--- src/rtl/lsu_mem_master_if.sv ---
// -----------------------------------------------------------------------------
// lsu_mem_master_if
//
// Bundles the request, response and data-memory signals of the load/store
// initiator.
//   master modport : the lsu_mem_master side (drives req_ready, resp_*, mem_*
//                    strobes/addresses/write data; samples req_* and
//                    mem_read_data)
//   slave modport  : the pipeline + memory side (the opposite directions)
//
// Request  : req_valid, req_ready, req_we, req_funct3, req_addr, req_wdata, req_rd
// Response : resp_valid, resp_data, resp_rd, resp_err
// Memory   : mem_read_ready, mem_read_address, mem_read_data,
//            mem_write_ready, mem_write_address, mem_write_data, mem_write_byte
// -----------------------------------------------------------------------------
interface lsu_mem_master_if;
   logic        req_valid;
   logic        req_ready;
   logic        req_we;
   logic [2:0]  req_funct3;
   logic [31:0] req_addr;
   logic [31:0] req_wdata;
   logic [4:0]  req_rd;

   logic        resp_valid;
   logic [31:0] resp_data;
   logic [4:0]  resp_rd;
   logic        resp_err;

   logic        mem_read_ready;
   logic [29:0] mem_read_address;
   logic [31:0] mem_read_data;
   logic        mem_write_ready;
   logic [29:0] mem_write_address;
   logic [31:0] mem_write_data;
   logic [3:0]  mem_write_byte;

   modport master (
      input  req_valid, req_we, req_funct3, req_addr, req_wdata, req_rd,
      input  mem_read_data,
      output req_ready,
      output resp_valid, resp_data, resp_rd, resp_err,
      output mem_read_ready, mem_read_address,
      output mem_write_ready, mem_write_address, mem_write_data, mem_write_byte
   );

   modport slave (
      output req_valid, req_we, req_funct3, req_addr, req_wdata, req_rd,
      output mem_read_data,
      input  req_ready,
      input  resp_valid, resp_data, resp_rd, resp_err,
      input  mem_read_ready, mem_read_address,
      input  mem_write_ready, mem_write_address, mem_write_data, mem_write_byte
   );
endinterface

--- src/rtl/lsu_mem_master.sv ---
// -----------------------------------------------------------------------------
// lsu_mem_master
//
// Load/store initiator for the memory stage. Accepts one RV32I load or store
// at a time and drives a word-addressed, byte-enabled, synchronous-read RAM.
// Stores: one write-strobe cycle with byte enables and lane-replicated data,
// completed in the same cycle. Loads: one read-strobe cycle, LOAD_LATENCY wait
// cycles, then the extracted and extended word is returned with its tag.
//
// Ports
//   clk   : clock, all logic on posedge
//   reset : synchronous, active-high
//   bus   : lsu_mem_master_if.master (request / response / memory signals)
//
// Parameters
//   LOAD_LATENCY : cycles from the read-strobe cycle to valid read data (1-4)
//
// Build option
//   MISALIGN_TRAP_EN : when defined, misaligned halfword/word requests issue
//                      no strobe and complete next cycle with resp_err=1 and
//                      resp_data = faulting address. When undefined the low
//                      address bits are ignored for those sizes and
//                      resp_err is tied to 0.
// -----------------------------------------------------------------------------
module lsu_mem_master #(
   parameter int unsigned LOAD_LATENCY = 1
) (
   input logic              clk,
   input logic              reset,
   lsu_mem_master_if.master bus
);

   typedef enum logic [2:0] {
      IDLE,
      STORE,
      ISSUE,
      WAIT,
      RESP
   } state_t;

   // The counter is loaded when leaving ISSUE and WAIT ends when it reads 0,
   // so WAIT lasts exactly LOAD_LATENCY cycles.
   localparam logic [1:0] CNT_INIT = 2'(LOAD_LATENCY - 1);

   state_t      state_q;
   logic [1:0]  cnt_q;

   // Fields latched on accept
   logic [2:0]  f3_q;
   logic [1:0]  lane_q;
   logic [4:0]  rd_q;
   logic [29:0] addr_q;

   // Registered outputs
   logic        req_ready_q;
   logic        resp_valid_q;
   logic [31:0] resp_data_q;
   logic [4:0]  resp_rd_q;
   logic        rd_stb_q;
   logic        wr_stb_q;
   logic [31:0] wdata_q;
   logic [3:0]  wbyte_q;

   // Combinational helpers
   logic [3:0]  st_byte;
   logic [31:0] st_data;
   logic [7:0]  ld_byte;
   logic [15:0] ld_half;
   logic [31:0] ld_result;

   // ---------------------------------------------------------------------------
   // Store byte enables and lane-replicated data from the incoming request.
   // funct3[1:0]=3 falls into the word case.
   // ---------------------------------------------------------------------------
   always_comb begin
      // NOTE: every variable written here gets a default first, so no path
      // leaves it unassigned and no latch is inferred.
      st_byte = 4'hF;
      st_data = bus.req_wdata;
      case (bus.req_funct3[1:0])
         2'd0: begin
            st_byte = 4'b0001 << bus.req_addr[1:0];
            st_data = {4{bus.req_wdata[7:0]}};
         end
         2'd1: begin
            // addr[0] is dropped: the halfword lane is forced aligned
            st_byte = 4'b0011 << {bus.req_addr[1], 1'b0};
            st_data = {2{bus.req_wdata[15:0]}};
         end
         default: ;
      endcase
   end

   // ---------------------------------------------------------------------------
   // Load extraction from the read word using the latched lane and funct3.
   // funct3[2] selects zero extension; funct3[1:0] of 2 or 3 is a full word.
   // ---------------------------------------------------------------------------
   always_comb begin
      ld_byte   = bus.mem_read_data[7:0];
      ld_half   = lane_q[1] ? bus.mem_read_data[31:16] : bus.mem_read_data[15:0];
      ld_result = bus.mem_read_data;
      case (lane_q)
         2'd0: ld_byte = bus.mem_read_data[7:0];
         2'd1: ld_byte = bus.mem_read_data[15:8];
         2'd2: ld_byte = bus.mem_read_data[23:16];
         2'd3: ld_byte = bus.mem_read_data[31:24];
      endcase
      case (f3_q[1:0])
         2'd0: ld_result = f3_q[2] ? {24'h0, ld_byte} : {{24{ld_byte[7]}}, ld_byte};
         2'd1: ld_result = f3_q[2] ? {16'h0, ld_half} : {{16{ld_half[15]}}, ld_half};
         default: ld_result = bus.mem_read_data;
      endcase
   end

`ifdef MISALIGN_TRAP_EN
   logic misaligned;
   logic resp_err_q;

   always_comb begin
      misaligned = 1'b0;
      case (bus.req_funct3[1:0])
         2'd0:    misaligned = 1'b0;
         2'd1:    misaligned = bus.req_addr[0];
         default: misaligned = |bus.req_addr[1:0];
      endcase
   end

   assign bus.resp_err = resp_err_q;
`else
   assign bus.resp_err = 1'b0;
`endif

   // ---------------------------------------------------------------------------
   // Control FSM with registered outputs
   // ---------------------------------------------------------------------------
   always_ff @(posedge clk) begin
      // NOTE: all state here uses non-blocking assignments so every register
      // samples pre-edge values regardless of statement order.
      if (reset) begin
         state_q      <= IDLE;
         cnt_q        <= '0;
         f3_q         <= '0;
         lane_q       <= '0;
         rd_q         <= '0;
         addr_q       <= '0;
         req_ready_q  <= 1'b0;
         resp_valid_q <= 1'b0;
         resp_data_q  <= '0;
         resp_rd_q    <= '0;
         rd_stb_q     <= 1'b0;
         wr_stb_q     <= 1'b0;
         wdata_q      <= '0;
         wbyte_q      <= '0;
`ifdef MISALIGN_TRAP_EN
         resp_err_q   <= 1'b0;
`endif
      end else begin
         case (state_q)
            IDLE: begin
               if (bus.req_valid && req_ready_q) begin
                  req_ready_q <= 1'b0;
                  f3_q        <= bus.req_funct3;
                  lane_q      <= bus.req_addr[1:0];
                  rd_q        <= bus.req_rd;
                  addr_q      <= bus.req_addr[31:2];
`ifdef MISALIGN_TRAP_EN
                  if (misaligned) begin
                     // Complete next cycle with the fault, no memory access
                     state_q      <= RESP;
                     resp_valid_q <= 1'b1;
                     resp_err_q   <= 1'b1;
                     resp_data_q  <= bus.req_addr;
                     resp_rd_q    <= bus.req_rd;
                  end else
`endif
                  if (bus.req_we) begin
                     // A store completes in its strobe cycle
                     state_q      <= STORE;
                     wr_stb_q     <= 1'b1;
                     wdata_q      <= st_data;
                     wbyte_q      <= st_byte;
                     resp_valid_q <= 1'b1;
                     resp_data_q  <= '0;
                     resp_rd_q    <= '0;
                  end else begin
                     state_q  <= ISSUE;
                     rd_stb_q <= 1'b1;
                  end
               end else begin
                  // Also covers the first cycle out of reset
                  req_ready_q <= 1'b1;
               end
            end

            STORE: begin
               wr_stb_q     <= 1'b0;
               resp_valid_q <= 1'b0;
               req_ready_q  <= 1'b1;
               state_q      <= IDLE;
            end

            ISSUE: begin
               rd_stb_q <= 1'b0;
               cnt_q    <= CNT_INIT;
               state_q  <= WAIT;
            end

            WAIT: begin
               if (cnt_q == 2'd0) begin
                  // Read data is valid in this last WAIT cycle
                  resp_data_q  <= ld_result;
                  resp_rd_q    <= rd_q;
                  resp_valid_q <= 1'b1;
                  state_q      <= RESP;
               end else begin
                  cnt_q <= cnt_q - 2'd1;
               end
            end

            RESP: begin
               resp_valid_q <= 1'b0;
               resp_data_q  <= '0;
               resp_rd_q    <= '0;
`ifdef MISALIGN_TRAP_EN
               resp_err_q   <= 1'b0;
`endif
               req_ready_q  <= 1'b1;
               state_q      <= IDLE;
            end

            default: begin
               state_q <= IDLE;
            end
         endcase
      end
   end

   // Both addresses come from one latched register and hold between requests
   assign bus.req_ready         = req_ready_q;
   assign bus.resp_valid        = resp_valid_q;
   assign bus.resp_data         = resp_data_q;
   assign bus.resp_rd           = resp_rd_q;
   assign bus.mem_read_ready    = rd_stb_q;
   assign bus.mem_read_address  = addr_q;
   assign bus.mem_write_ready   = wr_stb_q;
   assign bus.mem_write_address = addr_q;
   assign bus.mem_write_data    = wdata_q;
   assign bus.mem_write_byte    = wbyte_q;

endmodule

--- src/flat_wrapper.sv ---
// flat-port wrapper written by rule: the top's interface ports become plain ports
module lsu_mem_master_flat 
#(
   parameter int unsigned LOAD_LATENCY = 1
)
  (clk, reset, bus_req_valid, bus_req_we, bus_req_funct3, bus_req_addr, bus_req_wdata, bus_req_rd, bus_mem_read_data, bus_req_ready, bus_resp_valid, bus_resp_data, bus_resp_rd, bus_resp_err, bus_mem_read_ready, bus_mem_read_address, bus_mem_write_ready, bus_mem_write_address, bus_mem_write_data, bus_mem_write_byte);
  lsu_mem_master_if bus_i ();
  input logic clk;
  input logic reset;
  input wire logic [$bits(bus_i.req_valid)-1:0] bus_req_valid;
  input wire logic [$bits(bus_i.req_we)-1:0] bus_req_we;
  input wire logic [$bits(bus_i.req_funct3)-1:0] bus_req_funct3;
  input wire logic [$bits(bus_i.req_addr)-1:0] bus_req_addr;
  input wire logic [$bits(bus_i.req_wdata)-1:0] bus_req_wdata;
  input wire logic [$bits(bus_i.req_rd)-1:0] bus_req_rd;
  input wire logic [$bits(bus_i.mem_read_data)-1:0] bus_mem_read_data;
  output wire logic [$bits(bus_i.req_ready)-1:0] bus_req_ready;
  output wire logic [$bits(bus_i.resp_valid)-1:0] bus_resp_valid;
  output wire logic [$bits(bus_i.resp_data)-1:0] bus_resp_data;
  output wire logic [$bits(bus_i.resp_rd)-1:0] bus_resp_rd;
  output wire logic [$bits(bus_i.resp_err)-1:0] bus_resp_err;
  output wire logic [$bits(bus_i.mem_read_ready)-1:0] bus_mem_read_ready;
  output wire logic [$bits(bus_i.mem_read_address)-1:0] bus_mem_read_address;
  output wire logic [$bits(bus_i.mem_write_ready)-1:0] bus_mem_write_ready;
  output wire logic [$bits(bus_i.mem_write_address)-1:0] bus_mem_write_address;
  output wire logic [$bits(bus_i.mem_write_data)-1:0] bus_mem_write_data;
  output wire logic [$bits(bus_i.mem_write_byte)-1:0] bus_mem_write_byte;
  assign bus_i.req_valid = bus_req_valid;
  assign bus_i.req_we = bus_req_we;
  assign bus_i.req_funct3 = bus_req_funct3;
  assign bus_i.req_addr = bus_req_addr;
  assign bus_i.req_wdata = bus_req_wdata;
  assign bus_i.req_rd = bus_req_rd;
  assign bus_i.mem_read_data = bus_mem_read_data;
  assign bus_req_ready = bus_i.req_ready;
  assign bus_resp_valid = bus_i.resp_valid;
  assign bus_resp_data = bus_i.resp_data;
  assign bus_resp_rd = bus_i.resp_rd;
  assign bus_resp_err = bus_i.resp_err;
  assign bus_mem_read_ready = bus_i.mem_read_ready;
  assign bus_mem_read_address = bus_i.mem_read_address;
  assign bus_mem_write_ready = bus_i.mem_write_ready;
  assign bus_mem_write_address = bus_i.mem_write_address;
  assign bus_mem_write_data = bus_i.mem_write_data;
  assign bus_mem_write_byte = bus_i.mem_write_byte;
  lsu_mem_master #(.LOAD_LATENCY(LOAD_LATENCY)) u_core (.clk(clk), .reset(reset), .bus(bus_i));
endmodule
--- config.mk ---
export PLATFORM = sky130hd
export DESIGN_NAME = lsu_mem_master_flat
export DESIGN_NICKNAME = d
export VERILOG_FILES = /design/src/rtl/lsu_mem_master_if.sv /design/src/rtl/lsu_mem_master.sv /design/src/flat_wrapper.sv
export SDC_FILE = /design/constraint.sdc
export NUM_CORES = 1
export LEC_CHECK = 0
export ABC_CLOCK_PERIOD_IN_PS = 1900
export CORE_MARGIN = 1
export CORE_UTILIZATION = 30
export DETAILED_ROUTE_END_ITERATION = 6
export GPL_ROUTABILITY_DRIVEN = 0
export MAX_ROUTING_LAYER = met4
export SLEW_MARGIN = 10
export SYNTH_ARGS = -nofsm -noshare
export SYNTH_HDL_FRONTEND = slang
export SYNTH_SLANG_ARGS = --single-unit
--- constraint.sdc ---
create_clock -name clk -period 1.9 [get_ports clk]
set_clock_uncertainty 0.2 [all_clocks]
set_input_delay 0.19 -clock clk [delete_from_list [all_inputs] [get_ports clk]]
set_output_delay 0.19 -clock clk [all_outputs]
set_load 0.005 [all_outputs]
==> flow_summary.ini <==
[timing]
holdWs_ps = 122.5
tightest_slew_ps = 638.2
setup_viol = 0
period_share_pct = 96.35
rsz0062_at_grt = yes
max_freq_mhz = 546.3
max_slew_margin_pct = 57.45
slew_viol_final = 0
fin_crit_ps = 1831
finalHoldViolations = 0

[floorplan]
die_h_um = 137.7
fp.coreArea_um2 = 18020
dieArea_um2 = 18970
initial_core_util_pct = 30.66
ios = 246
die_w_um = 137.7
std_cell_rows = 49

[cells_and_area]
layoutNonFillerInstCount = 1120
nNetsFinal = 988
drive_gt1_share_pct = 13.58
area_growth_pct = 62.80
num_antenna_cells = 0

[drt]
drc = 0
dr.first_iter.drc_count = 151
via_count = 5312
viasPerCell = 4.743
postRouteAntennaNets = 0
post_drt_wl_per_cell_um = 15.81
totalWireLength_mm = 17.71
first_pass_iters = 4

[critical_path]
cp.required_ps = 2020
timing.rr.end = u_core.bus.mem_write_data[11]
endpoint_kind = flop
critPathMaxFanout = 7
timing.rr.start = u_core.state_q[2]
worstSetupStartpointType = flop
cp.arrival_ps = 1950
critPathKind = reg2reg
reg2regPathDepth = 6
r2r_slack_ps = 70

[hold_path]
hold_depth = 3
min-delay-start = bus_req_addr[15]
hold_path_class = in2reg
hold_end = u_core.bus.mem_read_address[13]

[placed_design]
dp_hpwl_mm = 12.34
placed_cells = 1078
portBuffers = 244

[clock_tree]
insertion_delay_ps = 410
cts_tree = yes
clkTransAtPathRegs_ps = 60
htree_levels = 4
cts_sinks = 122
cts_buffer_depth = 2
cts_root_buf = clkbuf_16
cts_buffers = 17

[power]
power_density_nw_per_um2 = 785.7
irDropWorstVdd_mv = 0.5851
leakagePower_nw = 3.307

[synthesis]
syn_nets = 745
ys_types = 53
avgSynthCellArea_um2 = 8.690
yosysWarnings = 0
netlist_area_um2 = 5527
synth_ff_type = dfxtp_1
synth_edf_count = 0
ys_seq_elements = 122
syn_inst = 636
seq_area_frac_synth_pct = 44.19
ys_async_sr_fraction_pct = 0

[global_route]
grt_pass1_wl_mm = 26.39
grt_pass1_vias = 5061
grt.overflow.total = 0
antenna_found_initial = 0
grtUsageTotal_pct = 18.76
grt_max_degree = 56

[run]
maxCapViolCount = 0

[status]
status = completed
layout make-up:
class	instances	area, um2
clock buffer	25	505.5
clock inverter	6	86.33
fill	1768	9027
inverter	9	33.78
multi-input combinational	425	2580
sequential	122	2449
tap	229	286.5
timing repair buffer	304	3057
cells in the final DEF (no fill, tap or decap), types with 3 or more instances in the layout:
cell / n
a211oi_1: 8
a211oi_2: 4
a21oi_1: 64
a22o_1: 12
a311oi_1: 10
a32o_1: 9
buf_12: 6
buf_4: 45
buf_6: 5
clkbuf_1: 3
clkbuf_16: 21
clkbuf_8: 5
clkdlybuf4s50_1: 243
dfxtp_1: 119
inv_1: 8
mux2_2: 8
mux2i_1: 22
nand2_1: 143
nand2b_1: 14
nor2_1: 27
nor2b_1: 20
nor3_1: 4
o211ai_1: 8
o21ai_0: 22
o2bb2ai_1: 6
o2bb2ai_2: 10
stage by stage:
stage | total power [mW] | area [um2] | setup TNS, ps | util, % | setup slack, ps
2_1_floorplan | 3.241 | 5527 | 0 | - | 136.9
6_report | 7.069 | 8997 | 0 | 49.92 | 69.37
3_3_place_gp | 3.839 | 8185 | -20880 | 45.41 | -436.8
5_1_grt | 7.392 | 8997 | -38.04 | 49.92 | -8.870
3_5_place_dp | 3.840 | 8185 | -24350 | 45.41 | -485.4
4_1_cts | 7.129 | 8798 | 0 | 48.81 | 22.06
logic make-up (layout without fill, tap and decap cells):
family	Yosys count	in the layout	synth area share (%)
DFF	122	122	44.19
muxes	32	32	6.022
adders and majority gates	1	1	0.2264
other	1	1	0.06785
buffers and inverters	90	344	9.690
and+or+nand+nor	225	226	17.86
AOI/OAI and AO/OA	165	165	21.94
per-layer routing:
| metal | vias to the layer above | global-route usage, % | part of all wire (%) |
|---|---|---|---|
| met1 | 2441 | 22.49 | 44 |
| met4 | 0 | 4.891 | 1.2 |
| met2 | 189 | 29.70 | 46 |
| met3 | 19 | 6.696 | 8.4 |
| met5 | - | - | 0 |
| li1 | 2663 | - | - |
worst max-delay path, cell delays in order, from the launching register on:
cell and delay, ps:
dfxtp_2 330, buf_6 130, and4bb_1 300, and3_4 340, clkbuf_16 190, nor2_1 40, a311oi_1 220
state kept, by name (all words and copies together) (netlist names), 2 cells and up:
signal and flops:
u_core.bus.mem_write_data 32, u_core.bus.resp_data 32, u_core.bus.mem_read_address 30, u_core.bus.resp_rd 5, u_core.rd_q 5, u_core.bus.mem_write_byte 4
u_core.f3_q 3, u_core.state_q 3, u_core.cnt_q 2, u_core.lane_q 2
where the power goes:
part	total, mW	leakage, nW	internal [mW]	switching [mW]
registers	2.72	0.992	2.65	0.0646
logic	1.11	2.03	0.647	0.466
clock network	3.24	0.289	2.10	1.14
total	7.07	3.31	5.40	1.67
worst max path at each step:
stage                            from  slack [ps]                            end
floorplan            u_core.lane_q[0]         140       u_core.bus.resp_data[21]
global placement        bus_req_valid        -440        u_core.bus.resp_data[0]
detailed placement      bus_req_valid        -490        u_core.bus.resp_data[2]
CTS                 u_core.state_q[1]          20  u_core.bus.mem_write_data[19]
global route        u_core.state_q[1]          -9   u_core.bus.mem_write_data[4]
finish              u_core.state_q[2]          70  u_core.bus.mem_write_data[11]
Yosys cell counts (9+ instances only):
cell type	n	share of area, %
mux2i_1	22	4.0
buf_4	34	4.6
nand2b_1	14	1.6
a211oi_1	9	1.2
a21oi_1	64	5.8
nor2b_1	20	2.3
a311oi_1	10	1.6
buf_2	18	1.6
a32o_1	9	1.6
nand2_1	143	9.7
o21ai_0	22	2.0
a22o_1	12	1.9
o2bb2ai_2	10	2.7
nor2_1	29	2.0
dfxtp_1	122	44
clkbuf_1	22	1.5
repair_timing:
| action | 4_1_cts | 5_1_grt |
|---|---|---|
| pin swaps | 0 | 12 |
| gates resized for setup | 1 | 11 |
| buffers inserted | 0 | 4 |
| gates cloned | 1 | 5 |
| hold buffers | 1 | 0 |
| endpoints found under the hold margin | 6 | 0 |
| setup endpoints to repair | 36 | 77 |
(Power assumes the default switching activity.)
